$ cat src/rtl/seg7_pkg.sv
`default_nettype none
// ============================================================================
// Module   : seg7_pkg
// Purpose  : Shared 7-segment patterns ({g,f,e,d,c,b,a}), the hex decode
//            table, scan-capture state encoding and digit-select helpers.
// Revision : 1.0  initial release
// ============================================================================
package seg7_pkg;

   localparam logic [6:0] SEG_0 = 7'h3F;
   localparam logic [6:0] SEG_1 = 7'h06;
   localparam logic [6:0] SEG_2 = 7'h5B;
   localparam logic [6:0] SEG_3 = 7'h4F;
   localparam logic [6:0] SEG_4 = 7'h66;
   localparam logic [6:0] SEG_5 = 7'h6D;
   localparam logic [6:0] SEG_6 = 7'h7D;
   localparam logic [6:0] SEG_7 = 7'h07;
   localparam logic [6:0] SEG_8 = 7'h7F;
   localparam logic [6:0] SEG_9 = 7'h6F;
   localparam logic [6:0] SEG_A = 7'h77;
   localparam logic [6:0] SEG_B = 7'h7C;
   localparam logic [6:0] SEG_C = 7'h39;
   localparam logic [6:0] SEG_D = 7'h5E;
   localparam logic [6:0] SEG_E = 7'h79;
   localparam logic [6:0] SEG_F = 7'h71;

   // Entry [v] holds the pattern for hex value v
   localparam logic [15:0][6:0] SEG_TABLE = {
      SEG_F, SEG_E, SEG_D, SEG_C, SEG_B, SEG_A, SEG_9, SEG_8,
      SEG_7, SEG_6, SEG_5, SEG_4, SEG_3, SEG_2, SEG_1, SEG_0
   };

   localparam logic [1:0] ST_IDLE   = 2'd0;
   localparam logic [1:0] ST_SETTLE = 2'd1;
   localparam logic [1:0] ST_HELD   = 2'd2;

   // A digit is selected only when exactly one active-low enable is low
   function automatic logic sel_legal(input logic [3:0] an);
      return ($countones(~an) == 1);
   endfunction

   function automatic logic [1:0] sel_index(input logic [3:0] an);
      logic [1:0] idx;
      case (an)
         4'b1101: idx = 2'd1;
         4'b1011: idx = 2'd2;
         4'b0111: idx = 2'd3;
         default: idx = 2'd0;
      endcase
      return idx;
   endfunction

endpackage
`default_nettype wire

$ cat src/rtl/seg7_scan_capture_if.sv
`default_nettype none
// ============================================================================
// Module   : seg7_scan_capture_if
// Purpose  : Multiplexed 7-segment bus plus the captured-digit result bus.
//            Optional macro SEG7_DP_EN adds the decimal-point signals.
// Revision : 1.0  initial release
// ============================================================================
interface seg7_scan_capture_if;
   logic [3:0]  an;
   logic [6:0]  seg;
   logic        digit_valid;
   logic [1:0]  digit_idx;
   logic [3:0]  digit_val;
   logic        digit_err;
   logic [15:0] digits;
   logic        frame_done;
`ifdef SEG7_DP_EN
   logic        dp;
   logic        dp_val;
   logic [3:0]  digits_dp;

   modport master (output an, seg, dp,
                   input  digit_valid, digit_idx, digit_val, digit_err,
                          digits, frame_done, dp_val, digits_dp);
   modport slave  (input  an, seg, dp,
                   output digit_valid, digit_idx, digit_val, digit_err,
                          digits, frame_done, dp_val, digits_dp);
`else
   modport master (output an, seg,
                   input  digit_valid, digit_idx, digit_val, digit_err,
                          digits, frame_done);
   modport slave  (input  an, seg,
                   output digit_valid, digit_idx, digit_val, digit_err,
                          digits, frame_done);
`endif
endinterface
`default_nettype wire

$ cat src/rtl/seg7_pattern_decode.sv
`default_nettype none
// ============================================================================
// Module   : seg7_pattern_decode
// Purpose  : Combinational 7-segment pattern to hex decoder; unknown patterns
//            (including blank) flag err and return value 0.
// Revision : 1.0  initial release
// ============================================================================
module seg7_pattern_decode
   import seg7_pkg::*;
(
   input  logic [6:0] seg_i,
   output logic       err_o,
   output logic [3:0] val_o
);

   // Search the shared table; patterns are unique so at most one entry hits
   always_comb begin
      err_o = 1'b1;
      val_o = 4'h0;
      for (int i = 0; i < 16; i++) begin
         if (seg_i == SEG_TABLE[i[3:0]]) begin
            err_o = 1'b0;
            val_o = i[3:0];
         end
      end
   end

endmodule
`default_nettype wire

$ cat src/rtl/seg7_scan_capture.sv
`default_nettype none
// ============================================================================
// Module   : seg7_scan_capture
// Purpose  : Samples a multiplexed 4-digit 7-segment bus, waits for each
//            digit pattern to be stable, decodes it and assembles a frame.
//            Optional macro SEG7_DP_EN also captures the decimal point.
// Revision : 1.0  initial release
// ============================================================================
module seg7_scan_capture
   import seg7_pkg::*;
#(
   parameter int STABLE_CYCLES  = 4,
   parameter int CNT_W          = 8,
   parameter bit SEG_ACTIVE_LOW = 1'b0
)(
   input  logic                clk,
   input  logic                rst,
   seg7_scan_capture_if.slave  bus
);

   localparam logic [CNT_W-1:0] STABLE_C = CNT_W'(STABLE_CYCLES);
   localparam logic [CNT_W-1:0] CNT_ONE  = CNT_W'(1);

`ifdef SEG7_DP_EN
   localparam int SMP_W = 12;
`else
   localparam int SMP_W = 11;
`endif

   logic [6:0]       seg_in;
   logic [SMP_W-1:0] smp_d, smp_q;
   logic             sel_ok, changed;
   logic [1:0]       sel_idx;
   logic             dec_err;
   logic [3:0]       dec_val;

   logic [1:0]       state_d, state_q;
   logic [CNT_W-1:0] cnt_d, cnt_q;
   logic             capture;
   logic [3:0]       mask_q, mask_nxt;

   logic             valid_q, err_q, frame_q;
   logic [1:0]       idx_q;
   logic [3:0]       val_q;
   logic [15:0]      digits_q;
`ifdef SEG7_DP_EN
   logic             dp_val_q;
   logic [3:0]       digits_dp_q;
`endif

   assign seg_in = SEG_ACTIVE_LOW ? ~bus.seg : bus.seg;
`ifdef SEG7_DP_EN
   assign smp_d = {bus.dp, bus.an, seg_in};
`else
   assign smp_d = {bus.an, seg_in};
`endif
   assign sel_ok   = sel_legal(bus.an);
   assign sel_idx  = sel_index(bus.an);
   assign changed  = (smp_d != smp_q);
   assign mask_nxt = mask_q | (4'b0001 << sel_idx);

   seg7_pattern_decode u_decode (
      .seg_i (seg_in),
      .err_o (dec_err),
      .val_o (dec_val)
   );

   // Next state and stability count, judged on the sample taken at this edge
   always_comb begin
      state_d = state_q;
      cnt_d   = cnt_q;
      capture = 1'b0;
      if (!sel_ok) begin
         state_d = ST_IDLE;
         cnt_d   = '0;
      end else begin
         case (state_q)
            ST_SETTLE: begin
               if (changed)                cnt_d = CNT_ONE;
               else if (cnt_q < STABLE_C)  cnt_d = cnt_q + CNT_ONE;
            end
            ST_HELD: begin
               if (changed) begin
                  state_d = ST_SETTLE;
                  cnt_d   = CNT_ONE;
               end
            end
            default: begin
               state_d = ST_SETTLE;
               cnt_d   = CNT_ONE;
            end
         endcase
         // Reaching the threshold captures on this same edge
         if (state_d == ST_SETTLE && cnt_d >= STABLE_C) begin
            capture = 1'b1;
            state_d = ST_HELD;
         end
      end
   end

   // State, counter, frame mask and registered result outputs
   always_ff @(posedge clk or posedge rst) begin
      if (rst) begin
         smp_q       <= '0;
         state_q     <= ST_IDLE;
         cnt_q       <= '0;
         mask_q      <= '0;
         valid_q     <= 1'b0;
         err_q       <= 1'b0;
         frame_q     <= 1'b0;
         idx_q       <= '0;
         val_q       <= '0;
         digits_q    <= '0;
`ifdef SEG7_DP_EN
         dp_val_q    <= 1'b0;
         digits_dp_q <= '0;
`endif
      end else begin
         smp_q   <= smp_d;
         state_q <= state_d;
         cnt_q   <= cnt_d;
         valid_q <= capture;
         frame_q <= 1'b0;
         if (capture) begin
            idx_q <= sel_idx;
            err_q <= dec_err;
            val_q <= dec_err ? 4'h0 : dec_val;
`ifdef SEG7_DP_EN
            dp_val_q <= bus.dp;
`endif
            // Error captures leave the frame contents and mask untouched
            if (!dec_err) begin
               digits_q[{sel_idx, 2'b00} +: 4] <= dec_val;
`ifdef SEG7_DP_EN
               digits_dp_q[sel_idx] <= bus.dp;
`endif
               if (mask_nxt == 4'hF) begin
                  frame_q <= 1'b1;
                  mask_q  <= '0;
               end else begin
                  mask_q  <= mask_nxt;
               end
            end
         end
      end
   end

   assign bus.digit_valid = valid_q;
   assign bus.digit_idx   = idx_q;
   assign bus.digit_val   = val_q;
   assign bus.digit_err   = err_q;
   assign bus.digits      = digits_q;
   assign bus.frame_done  = frame_q;
`ifdef SEG7_DP_EN
   assign bus.dp_val      = dp_val_q;
   assign bus.digits_dp   = digits_dp_q;
`endif

endmodule
`default_nettype wire
$ cat src/flat_wrapper.sv
// flat-port wrapper written by rule: the top's interface ports become plain ports
module seg7_scan_capture_flat import seg7_pkg::*;
#(
   parameter int STABLE_CYCLES  = 4,
   parameter int CNT_W          = 8,
   parameter bit SEG_ACTIVE_LOW = 1'b0
)
  (clk, rst, bus_an, bus_seg, bus_digit_valid, bus_digit_idx, bus_digit_val, bus_digit_err, bus_digits, bus_frame_done);
  seg7_scan_capture_if bus_i ();
  input  logic clk;
  input  logic rst;
  input wire logic [$bits(bus_i.an)-1:0] bus_an;
  input wire logic [$bits(bus_i.seg)-1:0] bus_seg;
  output wire logic [$bits(bus_i.digit_valid)-1:0] bus_digit_valid;
  output wire logic [$bits(bus_i.digit_idx)-1:0] bus_digit_idx;
  output wire logic [$bits(bus_i.digit_val)-1:0] bus_digit_val;
  output wire logic [$bits(bus_i.digit_err)-1:0] bus_digit_err;
  output wire logic [$bits(bus_i.digits)-1:0] bus_digits;
  output wire logic [$bits(bus_i.frame_done)-1:0] bus_frame_done;
  assign bus_i.an = bus_an;
  assign bus_i.seg = bus_seg;
  assign bus_digit_valid = bus_i.digit_valid;
  assign bus_digit_idx = bus_i.digit_idx;
  assign bus_digit_val = bus_i.digit_val;
  assign bus_digit_err = bus_i.digit_err;
  assign bus_digits = bus_i.digits;
  assign bus_frame_done = bus_i.frame_done;
  seg7_scan_capture #(.STABLE_CYCLES(STABLE_CYCLES), .CNT_W(CNT_W), .SEG_ACTIVE_LOW(SEG_ACTIVE_LOW)) u_core (.clk(clk), .rst(rst), .bus(bus_i));
endmodule
$ cat config.mk
export PLATFORM = sky130hd
export DESIGN_NAME = seg7_scan_capture_flat
export DESIGN_NICKNAME = d
export VERILOG_FILES = /design/src/rtl/seg7_pkg.sv /design/src/rtl/seg7_scan_capture_if.sv /design/src/rtl/seg7_pattern_decode.sv /design/src/rtl/seg7_scan_capture.sv /design/src/flat_wrapper.sv
export SDC_FILE = /design/constraint.sdc
export NUM_CORES = 1
export LEC_CHECK = 0
export CORE_ASPECT_RATIO = 0.7
export CORE_UTILIZATION = 59
export CTS_CLUSTER_SIZE = 8
export DETAILED_ROUTE_END_ITERATION = 10
export PLACE_DENSITY = 0.85
export SYNTH_ARGS = -nofsm -noshare
export SYNTH_HDL_FRONTEND = slang
export SYNTH_HIERARCHICAL = 1
export SYNTH_SLANG_ARGS = --single-unit
$ cat constraint.sdc
create_clock -name clk -period 3.2 [get_ports clk]
set_input_delay 0.64 -clock clk [delete_from_list [all_inputs] [get_ports clk]]
set_output_delay 0.64 -clock clk [all_outputs]
set_load 0.1 [all_outputs]
Yosys cells after proc, flatten, opt, wreduce, memory -nomap -nowiden --
Cells that the tools add are included.
Storage, ports and cells: register bits 50, bits of input ports 13, logic and storage cells 101
Operators by class: add/sub/neg operators 5, $lt $le $gt $ge 2, equality and inequality tests 25, shift-type cells 3, muxes and demuxes 51, bitwise logic cells 3, reductions and logical operators 2
Operators with widths (number):
- $eq A7 B7 Y1 const B | 12
- $mux W4 | 16
- $mux W8 | 5
- $add A32 B32 Y32 | 1
- $eq A32 B2 Y1 const B | 1
- $mux W1 | 22
- $bwmux W16 | 1
- $pmux W8 S2 | 1
- $shift A4 B6 Y16 const A | 1
- $shiftx A4 B6 Y16 | 1
- $eq A7 B3 Y1 const B | 2
- $eq A7 B6 Y1 const B | 2
- $eq A4 B4 Y1 const B | 3
- $ne A11 B11 Y1 | 1
- $add A8 B1 Y8 const B | 1
- $ge A8 B3 Y1 const B | 1
- $lt A8 B3 Y1 const B | 1
- $mux W2 | 4
- $neg A4 Y6 | 1
- $pmux W2 S3 | 1
- $add A1 B1 Y2 | 2
- $eq A2 B1 Y1 const B | 2
- $eq A4 B3 Y1 const B | 1
- $not A4 Y4 | 1
- 7 further kinds | 7

Depth between registers and ports, before layout --
depth in word-level cells 19, depth in mapped cells 11, mapped depth without buffers 11

Hierarchy --
The synthesis kept the hierarchy.
Modules (own cells, without submodules):
- seg7_scan_capture | instances 1, cells each 238, area each 2536.2 um^2
- seg7_pattern_decode | instances 1, cells each 47, area each 310.3 um^2

Worst setup path before layout --
OpenSTA, ideal clock, no wires.
path kind input to register, start in bus_an[0], end reg u_core.digits_q[10], in the netlist u_core/bus.digits[10], library setup time 128 ps, data arrival time 2854 ps, data required time 3072 ps, setup slack 217 ps, cell stages on the path 8, cells stage by stage fa_1 > inv_1 > ha_1 > ha_1 > nor3b_1 > nand4_1 > nor4_2 > mux2_1
Between the ends: cells in the longest elaborated chain, start to end 9
RTL lines:
- start, declared | line flat_wrapper.sv:12 | input wire logic [$bits(bus_i.an)-1:0] bus_an;
- parallel branches: the longest is 9 deep, another holds $add A32 B32 Y32
- end signal, assigned by index | line seg7_scan_capture.sv:133 | digits_q[{sel_idx, 2'b00} +: 4] <= dec_val;
- end, declared | line seg7_scan_capture.sv:45 | logic [15:0] digits_q;
Parallel ways; which one is timed is not known. The select of a mux whose other input is x is not followed. A chain may end at the register's enable or synchronous reset.

Worst setup path in the final report --
start in bus_an[3], end reg u_core.digits_q[6], in the netlist u_core/bus.digits[6]
The elaborated chain is that of the path after synthesis.

==> key figures <==
Setup path
  – CP required: 3420 ps
  – Crit path launch type: input port
  – Worst-path fanout max: 10
  – Critical Path End Type: register
  – Crit path kind: in2reg
  – Reg2Reg Depth: 7
  – Worst EP arrival: 3310 ps

Power
  – Total power: 1292 µW
  – Combinational share of power: 15.8%
  – P_int: 963.2 µW
  – Part of the power in the clock network: 33.8%
  – Lkg Pwr: 0.001758 µW
  – Sw Share: 25.43%
  – NetSw: 328.5 µW
  – Max IR drop VDD: 0.2730 mV
  – PD cells: 363.0 nW/µm²
  – Seq pwr share: 50.4%

GRT
  – First-pass GRT wire length: 10520 µm
  – Initial antenna violation count: 0
  – Remaining global-route overflow: 0
  – Vias in the first global route: 2219
  – Largest net degree at the start of global routing: 21
  – Global Route Usage Sum: 26.97%

Run
  – MaxCap Viol Count: 0

Cells and area
  – Fin area: 3558 µm²
  – Area of the multi-input gates: 1411 µm²
  – Most frequent cells in the layout: buf_4, dfrtp_1, inv_1, nand2_1, o21ai_0
  – Post-Route Utilization: 79.44%
  – Seq. cell area: 1251 µm²
  – Ratio of cells with drive above 1 in the final layout: 24.58%
  – Commonest non-fill, non-tap cell in the layout: buf_4
  – Area Overhead vs Synth: 25.01%
  – Number of nets in the final layout: 381
  – N_diodes: 0
  – Fill count: 317

Detailed routing
  – Post-Route WL: 6376 µm
  – Number of DRC violations after detailed-routing iteration 0: 94
  – WL/cell: 15.59 µm
  – DRC viols: 0
  – Routed via count: 2297
  – Post-DRT Antenna Nets: 0
  – Vias per Instance: 5.616
  – 1st-pass router iterations: 4

Timing
  – RSZ-0062 raised after global routing: false
  – Fin Hold WS: 494.6 ps
  – Final Critical Period: 3086 ps
  – Setup TNS: 0 ps
  – Worst-margin pin slew: 598.9 ps
  – Final Cycle Share: 96.44%
  – Max_slew headroom: 60.02%
  – Worst Skew: 7.449 ps
  – Highest clock rate: 324.0 MHz
  – Final setup fails: 0
  – Slew Viols, Final: 0
  – Final Hold Viols: 0

Worst hold path
  – WHS Path Cells: 1
  – Min-delay worst type: reg2reg

Floorplanning
  – FP Rows: 20
  – Placeable Area: 4479 µm²
  – DIE AREA: 5111 µm²
  – Die X: 85.02 µm
  – Initial Utilization: 63.55%
  – Height of the die: 60.12 µm
  – Io pins: 38

Clocking
  – Clock slew at reported path FFs: 90 ps
  – Hold_buf cts: 0
  – Clock Sinks: 50
  – Post-CTS Setup Bufs: 0
  – TritonCTS clock tree: done
  – Root Driver: clkbuf_8
  – Max Buffers Root-to-Sink: 2
  – CTS H-tree depth: 2
  – Skew-Pair Late Insertion Delay: 310 ps
  – CTS Buf Count: 5

Synth
  – Post-Syn Area: 2846 µm²
  – Synth Net Count: 313
  – EDFF count, synth: 0
  – Synthesis-stage register bit count: 50
  – Yosys cell types: 55
  – Syn Area/Cell: 9.988 µm²
  – Async SR Flop Fraction: 100.0%
  – Sequential area share after synthesis: 43.96%
  – Synth warn: 6
  – Primary FF master, synth: dfrtp_1
  – Post-synthesis cell count: 285

Run status
  – Status: completed

Placement
  – Routability congestion estimate: 0.8907
  – IO buf count: 37
  – Detailed placer's ending HPWL: 4824 µm
  – Post-DP Area: 3428 µm²
## critical path: stages
cell and delay [ps]:
clkdlybuf4s50_1 440, fa_1 500, inv_1 40, ha_1 180, ha_1 290, nor3b_2 220, nand4_1 140, buf_6 170
or4_4 480, mux2i_1 200
## final timing paths
kind	start	end	slack (ps)
setup / recovery	bus_an[3]	u_core/bus.digits[6]$_DFFE_PP0P_	110
hold / removal	u_core/cnt_q[4]$_DFF_PP0_	u_core/cnt_q[4]$_DFF_PP0_	490
setup reg to reg	u_core/cnt_q[0]$_DFF_PP0_	u_core/bus.digits[9]$_DFFE_PP0P_	520
hold reg to reg	u_core/cnt_q[4]$_DFF_PP0_	u_core/cnt_q[4]$_DFF_PP0_	490
max in group asynchronous	rst	u_core/bus.digits[5]$_DFFE_PP0P_	2010
min in group asynchronous	rst	u_core/cnt_q[7]$_DFF_PP0_	610
## Yosys cell counts (all sizes together) (11+ instances only)
cell | instances | area, µm²
a21oi | 11 | 58.81
o21ai | 22 | 110.1
nor4 | 11 | 126.4
nand2 | 20 | 75.07
mux2i | 12 | 120.1
xor2 | 12 | 105.1
inv | 35 | 131.4
dfrtp | 50 | 1251
ha | 14 | 175.2
## per-stage QoR
step	setup slack, ps	std cells
CTS	43.62	409
detailed placement	-459.0	401
floorplan	217.5	285
finish	114.0	409
global placement	-320.9	401
global route	36.02	409
## state kept, by name (all words and copies together), names as in the netlist
register                cells
u_core/bus.digits          16
u_core/smp_q               11
u_core/cnt_q                8
u_core/bus.digit_val        4
u_core/mask_q               4
u_core/bus.digit_idx        2
u_core/state_q              2
u_core/bus.digit_err        1
u_core/bus.digit_valid      1
u_core/bus.frame_done       1
## what timing repair did
action | CTS | global route
pin swaps | 0 | 1
endpoints found under the setup margin | 12 | 13
resized for setup | 3 | 3
## power groups by stage
stage                     Sequential [µW]  Clock (µW)  Combinational [µW]
after floorplan                       662           0                 117
after global placement                663           0                 190
after detailed placement              664           0                 199
after CTS                             651         442                 203
after global routing                  653         469                 225
final                                 651         436                 205
## kinds of logic (layout without fill, tap and decap cells)
logic type      Yosys count  count (layout)  synth area share [%]
simple gates             87              87                 19.39
compound gates           53              53                 11.52
flops                    50              50                 43.96
buf+inv                  47             116                 6.901
mux                      20              20                 7.385
fa+ha+maj                15              15                 6.857
xor+xnor                 13              13                 4.000
## layout make-up
type                    count  share of cell area, %
repair buffers             73                  16.49
well taps                  55                  1.934
clock buffers               5                  1.934
multi-input cells         188                  39.66
flip-flops and latches     50                  35.16
clock inverters             3                  1.125
inverters                  35                  3.692
## per-layer routing
layer	vias to the layer above	part of all wire (%)	track usage, %
li1	1119	-	-
met1	1108	47	38.10
met2	66	47	44.24
met3	4	5.4	4.144
met4	0	0.60	6.780
met5	-	0	0
(Power assumes the default switching activity.)
==> patch 1 (same flow settings) <==
`CNT_W` is set to 8 in 2 places; all go to 9.
--- a/src/rtl/seg7_scan_capture.sv
+++ b/src/rtl/seg7_scan_capture.sv
@@ -10,7 +10,7 @@
    import seg7_pkg::*;
 #(
    parameter int STABLE_CYCLES  = 4,
-   parameter int CNT_W          = 8,
+   parameter int CNT_W          = 9,
    parameter bit SEG_ACTIVE_LOW = 1'b0
 )(
    input  logic                clk,
--- a/src/flat_wrapper.sv
+++ b/src/flat_wrapper.sv
@@ -2,7 +2,7 @@
 module seg7_scan_capture_flat import seg7_pkg::*;
 #(
    parameter int STABLE_CYCLES  = 4,
-   parameter int CNT_W          = 8,
+   parameter int CNT_W          = 9,
    parameter bit SEG_ACTIVE_LOW = 1'b0
 )
   (clk, rst, bus_an, bus_seg, bus_digit_valid, bus_digit_idx, bus_digit_val, bus_digit_err, bus_digits, bus_frame_done);
Function: same outputs for any inputs over 10 cycles, from zero or initial values and one cycle with rst high; that may be too few to reach the edited logic, so the function may still have changed.
==> patch 1 against the unedited design <==
  * Sequential cell count up 1
  * Non-clock buffer count fell by 6
  * Global-route usage down 0.74 points
  * Cell area shrank 0.56%
  * Die area is 1.5% higher
  * Total power decreased by 4.4%
  * Via count fell by 1.5%
  * Worst setup slack better by 0.039 ns
  * Final cell count unchanged
  * Wire length decreased by 4.6%
  * Synthesized area increased by 1.6%
  * Hold slack worse by 0.00079 ns
  * Count of clock-buffer cells in the layout unchanged
==> patch 1: results (changes against the unedited design) <==
| Metric | Value |
|---|---|
| Post-route ant nets | `0 (unchanged)` |
| Min Tclk post-route | `3.05 ns (-0.0386 ns)` |
| Buffers on Ports | `37 (unchanged)` |
| Final Util | `78.1% (-1.3 points)` |
| Status | `completed` |
| Ant. Diodes | `0 (unchanged)` |
| DP Wirelength | `4.53 mm (-6.1%)` |
| All-Layer GR Usage | `26.2% (-0.74 points)` |
| Share of layout cells above drive strength 1 | `24.5% (-0.086 points)` |
| Xor and xnor fraction of the mapped netlist area | `3.94% (-0.062 points)` |
| Worst r2r src | `u_core/state_q[0]` |
| Setup Fix Bufs, Post-CTS | `1 (+1)` |
| Synth warnings | `6 (unchanged)` |
| Crit path max-delay family | `simple AND/OR/NAND/NOR gates` |
| Max Buffers Root-to-Sink | `2 (unchanged)` |
| Final Skew | `0.00806 ns (+0.000607 ns)` |
| Final hold slack | `0.494 ns (-0.000786 ns)` |
| Worst-case reg-to-reg path depth | `9 (+2)` |
| Synth top area cells | `dfrtp_1 (44%), ha_1 (6.1%), mux2i_1 (5.5%)` |
| Vias per cell | `5.53 (-1.5%)` |
| Arr. time, crit path | `3.29 ns (-0.02 ns)` |
| Nets | `371 (-2.6%)` |
| R2r endpoint | `u_core/cnt_q[5]` |
| Post-synthesis sequential area ratio | `44.1% (+0.18 points)` |
| Lkg Pwr | `1.65 nW (-6.3%)` |
| Setup slack at placement | `-0.640 ns (-0.181 ns)` |
| Root buffer cell | `clkbuf_8` |
| Slowest stage cell on the critical path | `fa_1` |
| Share of synthesized area spent on multiplexers | `7.23% (-0.16 points)` |
| Slew at the pin closest to its max-slew limit | `0.591 ns (-0.00796 ns)` |
| Peak VDD IR | `0.238 mV (-13%)` |
| Number of global-route vias before repair | `2,202 (-0.77%)` |
| Largest register FFs | `16 (unchanged)` |
| Initial antenna violation count | `0 (unchanged)` |
| Max Cap Viol | `0 (unchanged)` |
| Synth cell types | `46 (-16%)` |
| CTS Buf Count | `5 (unchanged)` |
| Worst Hold Depth | `1 (unchanged)` |
| Crit path largest cell delay | `0.52 ns (+0.02 ns)` |
| Worst skew pair latency | `0.31 ns (about the same)` |
| Maximum number of pins on one net before global-route repair | `31 (+48%)` |
| Asr flop ratio synth | `100% (unchanged)` |
| Post-synth top cells | `dfrtp_1 (51), inv_1 (34), nand2_1 (25)` |
| GP Congestion | `0.900 (+1.1%)` |
| Routed WL | `6.08 mm (-4.6%)` |
| Mapped Nets | `309 (-1.3%)` |
| Max FO, Critical Path | `9 (-1)` |
| Synth Area in Adders | `6.75% (-0.11 points)` |
| FF-to-FF setup slack | `0.59 ns (+0.07 ns)` |
| Crit path from | `bus_an[1]` |
| Resized Gates After CTS | `16 (+13)` |
| Crit Path Category | `primary input to register` |
| Iteration-0 DRC Markers | `129 (+37%)` |
| Complex-gate fraction of the synthesized area | `10.1% (-1.4 points)` |
| Hold Crit Endpoint | `u_core/cnt_q[4]` |
| First-pass GRT wire length | `10.4 mm (-1.6%)` |
| First-pass detailed-route iteration total | `5 (+1)` |
## patch 1: cell count changes in the layout (fill, tap and decap cells not counted), sizes merged, moves of 3 or more
cell	delta
xor2	-11
nand3	+4
nor4	-9
mux2	-4
xnor2	+11
a21oi	-4
nand2	+5
buf	-3
and3	-6
mux2i	+4
nor4b	+6
## patch 1: cell families after synthesis
kind of cell / after synthesis
compound gates: 47
xor+xnor: 13
fa+ha+maj: 15
buf+inv: 46
flops: 51
mux: 20
simple gates: 89
## patch 1: metal layers
layer	wire length (um)	vias up	GRT usage (%)
li1	-	1085	-
met1	2920	1092	36.9
met2	2770	74	42.5
met3	296	12	4.22
met4	89	0	9.05
met5	0	-	0
## patch 1: where the power goes
| part | switching, W | total, W | leakage [nW] | internal, W |
|---|---|---|---|---|
| combinational | 0.000110 | 0.000206 | 1.02 | 0.0000953 |
| sequential | 0.00000906 | 0.000665 | 0.586 | 0.000656 |
| clock | 0.000214 | 0.000364 | 0.0440 | 0.000150 |
## patch 1: worst reg2reg max path: stages, from the launching register on
cell and delay (ns):
dfrtp_1 0.42, inv_1 0.06, ha_1 0.37, nor4b_4 0.32, buf_4 0.16, nand3_1 0.05
or4_1 0.49, buf_4 0.21, nor2_1 0.28, and2_1 0.19
## patch 1: area by class of cell
| type | instances | area, sq um |
|---|---|---|
| clock buffers | 5 | 68.8 |
| clock inverters | 2 | 13.8 |
| fillers | 307 | 991 |
| inverters | 34 | 128 |
| multi-input cells | 184 | 1430 |
| flip-flops and latches | 51 | 1280 |
| well taps | 66 | 82.6 |
| repair buffers | 67 | 544 |
## patch 1: stage by stage
step	cell area, sq um	instances
finish	3540	409
global route	3540	409
CTS	3540	410
detailed placement	3450	402
global placement	3450	402
floorplan	2910	281
==> patch 2 (config.mk and constraints unchanged) <==
Without the edit above. Make the reset (`rst`) synchronous in one clocked block.
--- a/src/rtl/seg7_scan_capture.sv
+++ b/src/rtl/seg7_scan_capture.sv
@@ -99,7 +99,7 @@
    end
 
    // State, counter, frame mask and registered result outputs
-   always_ff @(posedge clk or posedge rst) begin
+   always_ff @(posedge clk) begin
       if (rst) begin
          smp_q       <= '0;
          state_q     <= ST_IDLE;
Behaviour: differs if rst is asserted again (counterexample within 10 cycles, from zero or initial values and one cycle with rst high); with rst held inactive, the same outputs for 10 cycles.
==> patch 2 against the unedited design <==
  * Wire length grew 21%
  * Non-clock buffer count grew 14
  * Cell area grew 3.1%
  * Worst setup slack lost 0.042 ns
  * Core utilization grew 2.4 points
  * Sequential cell count is the same
  * Synthesized area grew 0.35%
  * Critical path depth grew 2
  * Total power shrank 5.9%
  * Critical endpoint is now u_core/bus.digits[1]
==> patch 2: results (changes against the unedited design) <==
| Metric | Value |
|---|---|
| GP Congestion | `0.907 (+1.8%)` |
| Peak VDD IR | `0.296 mV (+8.4%)` |
| Synth cell types | `57 (+3.6%)` |
| Nets | `433 (+14%)` |
| H-tree Lvls | `2 (unchanged)` |
| CTS Buf Count | `5 (unchanged)` |
| Main synth FF type | `dfxtp_1` |
| Largest register FFs | `16 (unchanged)` |
| DP Wirelength | `5.50 mm (+14%)` |
| Mean Syn Cell Area | `8.63 sq um (-14%)` |
| Max Buffers Root-to-Sink | `2 (unchanged)` |
| Ant. Diodes | `0 (unchanged)` |
| EDFF count, synth | `0 (unchanged)` |
| CTS clk-pin slew, worst paths | `0.08 ns` |
| Int Power | `0.000886 W (-8.1%)` |
| Asr flop ratio synth | `0% (-100 points)` |
| First-pass detailed-route iteration total | `5 (+1)` |
| Post-Place Cells | `451 (+12%)` |
| Maximum number of pins on one net before global-route repair | `29 (+38%)` |
| Worst Hold Depth | `2 (+1)` |
| Root buffer cell | `clkbuf_8` |
| Vias | `2,837 (+24%)` |
| Mapped Nets | `359 (+15%)` |
| Share of layout cells above drive strength 1 | `26.2% (+1.6 points)` |
| Synth warnings | `6 (unchanged)` |
| First-pass GRT wire length | `12.1 mm (+15%)` |
| All-Layer GR Usage | `30.6% (+3.7 points)` |
| Worst-case reg-to-reg path depth | `8 (+1)` |
| Arr. time, crit path | `3.30 ns (about the same)` |
| Vias per cell | `6.17 (+9.8%)` |
| Iteration-0 DRC Markers | `225 (+140%)` |
| Post-synth top cells | `dfxtp_1 (50), nand2_1 (25), a21oi_1 (22)` |
| Worst skew pair latency | `0.30 ns` |
| Final Skew | `0.00658 ns (-0.000869 ns)` |
| Placed cell areas | `3490 sq um (+1.9%)` |
| Initial antenna violation count | `0 (unchanged)` |
| Post-synthesis sequential area ratio | `35.0% (-8.9 points)` |
| Lkg Pwr | `1.44 nW (-18%)` |
| Status | `completed` |
| Slew headroom | `55.3% (-4.7 points)` |
| Number of global-route vias before repair | `2,521 (+14%)` |
| Max FO, Critical Path | `5 (-5)` |
| Routed len/inst | `16.8 um (+7.6%)` |
| Synth top area cells | `dfxtp_1 (35%), ha_1 (6.1%), o31ai_1 (5.3%)` |
## patch 2: final cells by class
class                           instances  area (sq um)
Multi-Input combinational cell        241          1750
Timing Repair Buffer                   87           696
Fill cell                             268           812
Inverter                               20          75.1
Clock buffer                            7          76.3
Sequential cell                        50          1000
Tap cell                               55          68.8
## patch 2: final timing paths
path                                   startpoint                    to  slack, ns
worst max-delay path                    bus_an[0]  u_core/bus.digits[1]       0.07
worst min-delay path             u_core/mask_q[2]      u_core/mask_q[2]       0.46
worst max register to register  u_core/state_q[0]  u_core/bus.digits[8]       0.63
worst min register to register   u_core/mask_q[2]      u_core/mask_q[2]       0.46
## patch 2: critical path: stages
cell and delay (ns):
dlygate4sd2_1 0.26, fa_1 0.53, inv_1 0.04, ha_1 0.17
ha_1 0.29, or3b_4 0.42, nor2_4 0.14, buf_4 0.15
nand2_1 0.09, nor4_2 0.29, buf_4 0.20, o32ai_2 0.08
## patch 2: what timing repair did
item / in CTS / in global routing
buffers inserted: 1 / 1
pin swaps: 7 / 3
hold endpoints to repair: 0 / 0
endpoints found under the setup margin: 26 / 22
resized for setup: 14 / 3
## patch 2: power by group through the flow
stage / sequential [W] / clock [W] / combinational [W]
5_1_grt: 0.000640 / 0.000382 / 0.000243
6_report: 0.000639 / 0.000349 / 0.000228
4_1_cts: 0.000639 / 0.000350 / 0.000216
3_3_place_gp: 0.000653 / 0 / 0.000201
3_5_place_dp: 0.000654 / 0 / 0.000205
2_1_floorplan: 0.000652 / 0 / 0.000118
## patch 2: metrics by stage
stage               hold slack, ns  util [%]  worst slack (ns)  setup TNS [ns]
floorplan                    0.423         -            0.0325               0
finish                       0.460      81.9            0.0724               0
global placement             0.438      78.0            -0.437          -10.77
global route                 0.486      81.9            0.0113               0
CTS                          0.460      81.0         -0.000352       -0.000352
detailed placement           0.445      78.0            -0.519          -11.97
## patch 2: cell families (layout without fill, tap and decap cells)
logic type / Yosys count / count (layout) / synth area share [%]
DFF: 50 / 50 / 35.0
adders and majority gates: 16 / 16 / 7.23
muxes: 6 / 6 / 2.19
xor gates and xnor gates: 13 / 13 / 4.77
AOI/OAI and AO/OA: 76 / 76 / 18.6
and+or+nand+nor: 130 / 130 / 26.1
buffers and inverters: 40 / 114 / 6.13
## patch 2: routing by layer
metal	wire [um]	GRT usage, %	vias up
met2	3360	49.2	137
li1	-	-	1357
met4	129	5.08	0
met1	3570	43.1	1325
met3	652	6.77	18
met5	0	0	-
